<file path="src/rtl/lif_pkg.sv">
// lif_pkg: shared FSM states, default widths and the saturating adder for the LIF scheduler.
package lif_pkg;
  typedef enum logic [1:0] {IDLE, RD, WR, DONE} state_t;
  localparam int LIF_W = 8;
  localparam int LIF_THRESH_RST = 230;
  // Saturates a+b at 2^w-1; operands are zero-extended, so w may be anything up to 16.
  function automatic logic [15:0] sat_add(input logic [15:0] a, input logic [15:0] b, input int w);
    logic [16:0] s;
    logic [16:0] m;
    s = {1'b0, a} + {1'b0, b};
    m = (17'd1 << w) - 17'd1;
    return (s > m) ? m[15:0] : s[15:0];
  endfunction
endpackage

</file>
<file path="src/rtl/lif_tdm_scheduler_update.sv">
// lif_update: combinational LIF membrane update, U' = spike ? 0 : sat(I + 7/8 U), spike = U >= thresh.
module lif_update
  import lif_pkg::*;
#(
  parameter int W = LIF_W
) (
  input  logic [W-1:0] u,
  input  logic [W-1:0] i,
  input  logic [W-1:0] thresh,
  output logic [W-1:0] u_next,
  output logic         spike
);
  logic [W-1:0] leak;
  logic [W-1:0] sum;
  always_comb begin
    leak   = (u >> 1) + (u >> 2) + (u >> 3);
    sum    = W'(sat_add(16'(i), 16'(leak), W));
    spike  = u >= thresh;
    u_next = spike ? '0 : sum;
  end
endmodule

</file>
<file path="src/rtl/lif_tdm_scheduler.sv">
// lif_tdm_scheduler: sweeps N virtual LIF neurons through one update datapath per step_start.
// Optional refractory counters are enabled by defining LIF_REFRACTORY_EN.
module lif_tdm_scheduler
  import lif_pkg::*;
#(
  parameter int N_NEURONS  = 4,
  parameter int W          = LIF_W,
  parameter int THRESH_RST = LIF_THRESH_RST,
  parameter int REFRAC_T   = 2,
  localparam int IW = $clog2(N_NEURONS)
) (
  input  logic          clk,
  input  logic          rst_n,
  input  logic          cur_valid,
  output logic          cur_ready,
  input  logic [IW-1:0] cur_idx,
  input  logic [W-1:0]  cur_data,
  input  logic          step_start,
  output logic          busy,
  output logic          step_done,
  output logic          overrun,
  output logic          spike_valid,
  output logic [IW-1:0] spike_idx,
  input  logic          cfg_we,
  input  logic [W-1:0]  cfg_thresh,
  output logic [W-1:0]  threshold
);
  if (N_NEURONS < 2 || N_NEURONS > 16 || REFRAC_T < 1) begin : g_bad_param
    $error("lif_tdm_scheduler: unsupported parameters");
  end
  state_t        state_q, state_d;
  logic [IW-1:0] idx_q, idx_d;
  logic [W-1:0]  u_q [N_NEURONS];
  logic [W-1:0]  u_d [N_NEURONS];
  logic [W-1:0]  i_q [N_NEURONS];
  logic [W-1:0]  i_d [N_NEURONS];
  logic [W-1:0]  u_lat_q, u_lat_d, i_lat_q, i_lat_d;
  logic [W-1:0]  thresh_q, thresh_d;
  logic          overrun_q, overrun_d, step_done_q, step_done_d;
  logic [W-1:0]  u_next, u_wr;
  logic          spike, spike_eff;
  lif_update #(.W(W)) u_update (
    .u      (u_lat_q),
    .i      (i_lat_q),
    .thresh (thresh_q),
    .u_next (u_next),
    .spike  (spike)
  );
`ifdef LIF_REFRACTORY_EN
  localparam int RW = $clog2(REFRAC_T + 1);
  logic [RW-1:0] ref_q [N_NEURONS];
  logic [RW-1:0] ref_d [N_NEURONS];
  logic          refr;
  always_comb begin
    refr      = ref_q[idx_q] != '0;
    spike_eff = spike && !refr;
    u_wr      = refr ? '0 : u_next;
    ref_d     = ref_q;
    if (state_q == WR)
      ref_d[idx_q] = refr ? ref_q[idx_q] - RW'(1) : (spike ? RW'(REFRAC_T) : ref_q[idx_q]);
  end
  always_ff @(posedge clk or negedge rst_n) begin
    if (!rst_n) for (int k = 0; k < N_NEURONS; k++) ref_q[k] <= '0;
    else ref_q <= ref_d;
  end
`else
  always_comb begin
    spike_eff = spike;
    u_wr      = u_next;
  end
`endif
  always_comb begin
    state_d     = state_q;
    idx_d       = idx_q;
    u_d         = u_q;
    i_d         = i_q;
    u_lat_d     = u_lat_q;
    i_lat_d     = i_lat_q;
    thresh_d    = thresh_q;
    overrun_d   = overrun_q;
    step_done_d = state_q == DONE;
    busy        = state_q != IDLE;
    cur_ready   = !(state_q == RD && cur_idx == idx_q);
    spike_valid = state_q == WR && spike_eff;
    spike_idx   = idx_q;
    // The stall above guarantees this write never targets the slot being cleared in RD.
    if (cur_valid && cur_ready) i_d[cur_idx] = W'(sat_add(16'(i_q[cur_idx]), 16'(cur_data), W));
    if (step_start && busy) overrun_d = 1'b1;
    case (state_q)
      IDLE: begin
        if (step_start) begin
          state_d = RD;
          idx_d   = '0;
        end
        if (cfg_we) begin
          thresh_d  = cfg_thresh;
          overrun_d = 1'b0;
        end
      end
      RD: begin
        u_lat_d    = u_q[idx_q];
        i_lat_d    = i_q[idx_q];
        i_d[idx_q] = '0;
        state_d    = WR;
      end
      WR: begin
        u_d[idx_q] = u_wr;
        idx_d      = idx_q + IW'(1);
        state_d    = (idx_q == IW'(N_NEURONS - 1)) ? DONE : RD;
      end
      default: state_d = IDLE;
    endcase
  end
  always_ff @(posedge clk or negedge rst_n) begin
    if (!rst_n) begin
      state_q     <= IDLE;
      idx_q       <= '0;
      u_lat_q     <= '0;
      i_lat_q     <= '0;
      thresh_q    <= W'(THRESH_RST);
      overrun_q   <= 1'b0;
      step_done_q <= 1'b0;
      for (int k = 0; k < N_NEURONS; k++) begin
        u_q[k] <= '0;
        i_q[k] <= '0;
      end
    end else begin
      state_q     <= state_d;
      idx_q       <= idx_d;
      u_lat_q     <= u_lat_d;
      i_lat_q     <= i_lat_d;
      thresh_q    <= thresh_d;
      overrun_q   <= overrun_d;
      step_done_q <= step_done_d;
      u_q         <= u_d;
      i_q         <= i_d;
    end
  end
  assign step_done = step_done_q;
  assign overrun   = overrun_q;
  assign threshold = thresh_q;
endmodule

</file>
<file path="config.mk">
export PLATFORM = sky130hd
export DESIGN_NAME = lif_tdm_scheduler
export DESIGN_NICKNAME = d
export VERILOG_FILES = /design/src/rtl/lif_pkg.sv /design/src/rtl/lif_tdm_scheduler_update.sv /design/src/rtl/lif_tdm_scheduler.sv
export SDC_FILE = /design/constraint.sdc
export NUM_CORES = 1
export LEC_CHECK = 0
export ABC_CLOCK_PERIOD_IN_PS = 4030
export CORE_ASPECT_RATIO = 0.75
export CORE_MARGIN = 2
export CORE_UTILIZATION = 40
export CTS_CLUSTER_DIAMETER = 80
export CTS_CLUSTER_SIZE = 14
export DETAILED_ROUTE_END_ITERATION = 6
export PLACE_DENSITY = 0.57
export SLEW_MARGIN = 0
export SYNTH_ARGS = -nofsm -noshare
export SYNTH_HDL_FRONTEND = slang
export SYNTH_SLANG_ARGS = --single-unit
</file>
<file path="constraint.sdc">
create_clock -name clk -period 4.03 [get_ports clk]
set_input_delay 0.403 -clock clk [delete_from_list [all_inputs] [get_ports clk]]
set_output_delay 0.403 -clock clk [all_outputs]
set_load 0.005 [all_outputs]
</file>
## After elaboration in Yosys (flattened, before gate mapping)

Index checks and enable logic that the tools add are counted.

| cells by class | value |
|---|---|
| add/sub/neg operators | 5 |
| multipliers | 0 |
| div/mod/pow operators | 0 |
| order comparisons | 7 |
| eq/ne operators | 6 |
| shifts and indexed selects | 0 |
| multiplexer cells | 28 |
| bitwise logic cells | 4 |
| reduce and logical (&&, ||, !) cells | 12 |

Operators with widths:

| operator | count |
|---|---|
| $mux 8 | 11 |
| $bwmux 32 | 2 |
| $mux 32 | 2 |
| $bmux 8 s2 | 3 |
| $and 32x32->32 | 1 |
| $demux 8 s2 | 2 |
| $not 32->32 | 1 |
| $add 8x8->9 | 2 |
| $gt 9x8->1 const B | 2 |
| $add 7x6->8 | 1 |
| $add 8x5->8 | 1 |
| $ge 8x8->1 | 1 |
| $eq 2x2->1 const B | 3 |
| $ge 3x3->1 const B | 2 |
| $logic_and 1x1->1 | 6 |
| $lt 3x1->1 const B | 2 |
| $mux 2 | 3 |
| $not 2->3 | 2 |
| $pmux 2 s3 | 1 |
| $pmux 2 s2 | 1 |
| $reduce_and 2->1 | 2 |
| $reduce_bool 2->1 | 2 |
| $mux 1 | 3 |
| $add 2x1->2 const B | 1 |
| other kinds (5) | 5 |

| word-level totals | value |
|---|---|
| register bits | 94 |
| bits in latches | 0 |
| memory bits (writable) | 0 |
| bits in read-only memories | 0 |
| bits of input ports | 23 |
| output and inout bits | 15 |
| logic and storage cells | 77 |
| memories | 0 |

## Depth between registers and ports, before layout

| logic depth | value |
|---|---|
| word-level depth | 11 |
| depth in mapped cells | 12 |
| depth with buffers taken out | 11 |

## By module

From an unflattened synthesis, not the netlist that was laid out.

| unflattened totals | value |
|---|---|
| cells, all modules | 493 |
| area total of the unflattened synthesis | 5,695.5 um^2 |

Modules (own cells, without submodules):

| module | times used | cells each | area each (um^2) | seq. area each (um^2) |
|---|---|---|---|---|
| lif_tdm_scheduler | 1 | 378 | 4,699.5 | 2,358.5 |
| lif_update | 1 | 115 | 996.0 | 0.0 |

## Worst setup path before layout

No wires, ideal clock.

| path | value |
|---|---|
| path type | reg-to-reg |
| from | reg u_lat_q[4] |
| to | reg u_q[15] in the netlist's numbering |
| setup time | 0.137 ns |
| arrival | 3.092 ns |
| required time | 3.893 ns |
| path slack | 0.800 ns |
| stages on the path, launching flop included | 12 |
| cell sequence | dfrtp_1 -> inv_1 -> fa_1 -> fa_1 -> inv_1 -> ha_1 -> fa_1 -> a21o_1 -> a31oi_1 -> nor3b_1 -> a2111oi_2 -> o21ai_0 |

| between the ends | value |
|---|---|
| word-level cells in the longest chain between the ends | 7 |

RTL lines:

| element | RTL line | RTL |
|---|---|---|
| from (decl) | lif_tdm_scheduler.sv:37 | `logic [W-1:0] u_lat_q, u_lat_d, i_lat_q, i_lat_d;` |
| from (signal assigned) | lif_tdm_scheduler.sv:130 | `u_lat_q <= u_lat_d;` |
| $add 7x6->8 | lif_tdm_scheduler_update.sv:16 | `leak = (u >> 1) + (u >> 2) + (u >> 3);` |
| $add 8x5->8 | lif_tdm_scheduler_update.sv:16 |  |
| $add 8x8->9 | lif_pkg.sv:10 | `s = {1'b0, a} + {1'b0, b};` |
| $gt 9x8->1 | lif_pkg.sv:12 | `return (s > m) ? m[15:0] : s[15:0];` |
| $mux 8 | lif_pkg.sv:12 |  |
| $mux 8 (*) | lif_tdm_scheduler_update.sv:19 | `u_next = spike ? '0 : sum;` |
| $bwmux 32 (*) | lif_tdm_scheduler.sv:107 | `u_d[idx_q] = u_wr;` |
| to (signal assigned) | lif_tdm_scheduler.sv:135 | `u_q <= u_d;` |
| to (decl) | lif_tdm_scheduler.sv:33 | `logic [W-1:0] u_q [N_NEURONS];` |

Mark *: on every way between the ends. The rest lies on a longest branch, timed or not.
A chain may end at the register's enable or synchronous reset.

## Worst setup path in the final report

| path | value |
|---|---|
| from | reg u_lat_q[3] |
| to | reg u_q[31] in the netlist's numbering |

Same word-level chain as after synthesis.

==> run summary <==
outcome: finished, final reports clean
Layout Nets: 647
Synth area leader: dfrtp_1
initial drt markers: 298
most frequent cells in the layout: dfrtp_1, nand2_1, o21ai_0
Main synth FF type: dfrtp_1
CP max FO: 4
CP Capture Type: register
largest net degree at the start of global routing: 67
Final Skew: 0.006270 ns
count of input and output buffers: 37
Syn Area/Cell: 10.21 um^2
worst path cell trace: inv_1, fa_1, fa_1, inv_1, ha_1, fa_1, a21o_1, a31oi_1, nor3b_1, a2111oi_2, o21ai_0
Final Cycle Share: 88.26%
Leakage: 2.788 nW
cell mode on critical path: fa_1
final slew viol count: 0
Vias: 4207
FP Rows: 37
pre-CTS setup slack: 0.2158 ns
combinational family with the most area after synthesis: compound AO/OA/AOI/OAI gates
PD cells: 960.8 mW/mm^2
Cell Area, Placed: 0.006126 mm^2
Worst Max-Slew Pin Slew: 1.146 ns
maximum clock frequency: 281.1 MHz
CTS Buffer Depth: 2
Post CTS Setup Buffer Count: 0
post-CTS sizing: 0
Simple-Gate Fraction of Synth Area: 13.20%
Worst-Skew Late Latency: 0.34 ns
vias per std cell: 5.536
Crit path buffers/inverters: 2
dpl hpwl: 9872 um
ANT nets after route: 0
Synth Area in Adders: 11.47%
post-synthesis cell count: 547
DRT Wirelength: 13490 um
Antenna Cells: 0
synthesized net count: 614
Reg2Reg Depth: 11
worst min path class: in -> async
WS Path Type: reg -> reg
Reg-to-Reg Start: u_lat_q[3]
initial antenna violation count: 0
post-synthesis xor/xnor area fraction: 1.098%
post-route insts no fill: 760
Hold Fails Final Rpt: 0
CTS sink cnt: 94
#FFs+latches synth: 94
drc violations: 0
synth top area cells: dfrtp_1, mux4_2, ha_1
Final Worst Setup Slack: 0.4730 ns
Post-synth EDFFs: 0
Worst EP required: 4.24 ns
Die Wd: 140.4 um
FFs w/ async S/R, synth: 100.0%
Post-Syn Area: 0.005583 mm^2
Hold-fix buffers, CTS: 0
vias in the first global route: 4175
compound-gate portion of the synthesized area: 17.01%
Final Util: 47.24%
Die H: 106.3 um
CTS tree: yes
Startpoint Class: register
Synth-to-Final Area Change: 15.55%
multiplexer share of the synthesized area: 10.44%
top-area cell type share of the netlist area: 39.89%
RSZ-0062 raised after global routing: no
CP delay by family, top: adder cells
GPL Wtd Cong: 0.8197
Seq/Total Area, Yosys: 42.25%
Die ar.: 0.01493 mm^2
commonest non-fill, non-tap cell in the layout: dfrtp_1
R2R Setup Slk: 0.47 ns
post-synthesis cell type count: 56
first-pass GRT wire length: 22500 um
drt first pass iters: 5
Worst path slowest cell: fa_1
clock root buffer: clkbuf_16
share of layout cells above drive strength 1: 11.62%
wire per inst: 17.74 um
setup TNS: 0 ns
slew margin rel.: 23.60%
VDD IR max: 0.0002644 V
gr ovfl total: 0
synth warn: 0
CP arrival: 3.76 ns
GRT Overall Usage: 19.54%
CTS Buf Count: 9
crit-path max cell delay: 0.52 ns
starting density of the core: 40.88%
H-tree depth: 3
Top-Level Pins: 38
Core ar.: 0.01366 mm^2
Final Cell Area: 0.006451 mm^2
# placed instances: 744
MaxCap Viol Count: 0
# setup viols final: 0
min cycle time layout: 3.557 ns
clock transition at the registers of the reported paths: 0.07 ns
FF-to-FF End: u_q[31]
## final cells by class
class / instances / area [um^2]
Clock buffer: 11 / 242.7
Clock inverter: 5 / 82.58
Fill cell: 1225 / 7206
Timing Repair Buffer: 46 / 435.4
Tap cell: 175 / 219.0
Sequential cell: 94 / 2359
Multi-Input combinational cell: 392 / 2974
Inverter: 37 / 138.9
## state kept, by name, indices dropped and copies added (netlist names)
register   count
i_lat_q        8
i_q           32
overrun        1
spike_idx      2
state_q        2
step_done      1
threshold      8
u_lat_q        8
u_q           32
## cell families (layout without fill, tap and decap cells)
family          after synthesis  after routing
flops                        94             94
compound gates              146            146
buf+inv                      61             99
xor+xnor                      7              7
mux                          28             28
fa+ha+maj                    44             44
simple gates                167            167
## routing by layer
layer	vias up	share of wire, %	track usage [%]
li1	2015	-	-
met1	2053	50	29.19
met2	129	43	28.57
met3	10	6.2	4.685
met4	0	1.1	5.051
met5	-	0	0
## power by group
| group | switching [mW] | internal [mW] |
|---|---|---|
| Sequential | 0.272 | 1.39 |
| Clock | 0.356 | 0.562 |
| Combinational | 2.10 | 1.51 |
## Yosys cell counts (all sizes together) (3+ instances only)
library cell and number:
nand2b 4, o21ai 74, clkbuf 9, a31oi 3, a211oi 9, inv 37
ha 32, dfstp 5, nand3 12, a2111oi 3, nand2 86, dfrtp 89
nor2 39, nor3 6, fa 12, mux4 24, xnor2 5, buf 15
nor2b 5, a221oi 11, a21oi 24, a22oi 3, a21o 6, and2 4
## per-stage QoR
| stage | total power, mW | hold slack [ns] |
|---|---|---|
| 2_1_floorplan | 4.259 | 0.1074 |
| 6_report | 6.198 | 0.1396 |
| 5_1_grt | 6.755 | 0.2148 |
| 3_5_place_dp | 5.266 | 0.4693 |
| 4_1_cts | 6.216 | 0.1805 |
| 3_3_place_gp | 5.174 | 0.4589 |
## worst max-delay path by stage
| stage | from | end | slack [ns] | cells after the start |
|---|---|---|---|---|
| 2_1_floorplan | u_lat_q[4] | u_q[15] | 0.80 | 11 |
| 3_3_place_gp | cur_idx[0] | i_q[6] | 0.26 | 9 |
| 3_5_place_dp | cur_idx[0] | i_q[14] | 0.22 | 9 |
| 4_1_cts | u_lat_q[4] | u_q[31] | 0.45 | 11 |
| 5_1_grt | u_lat_q[6] | u_q[19] | 0.20 | 10 |
| 6_report | u_lat_q[3] | u_q[31] | 0.47 | 11 |
## worst reg2reg max path, cell delays in order (launching register included)
cell and delay (ns):
dfrtp_1 0.41, inv_1 0.15, fa_1 0.47, fa_1 0.53
inv_1 0.04, ha_1 0.22, fa_1 0.41, a21o_1 0.20
a31oi_1 0.25, nor3b_1 0.09, a2111oi_2 0.50, o21ai_0 0.15
Power figures use the tool's default switching activity.
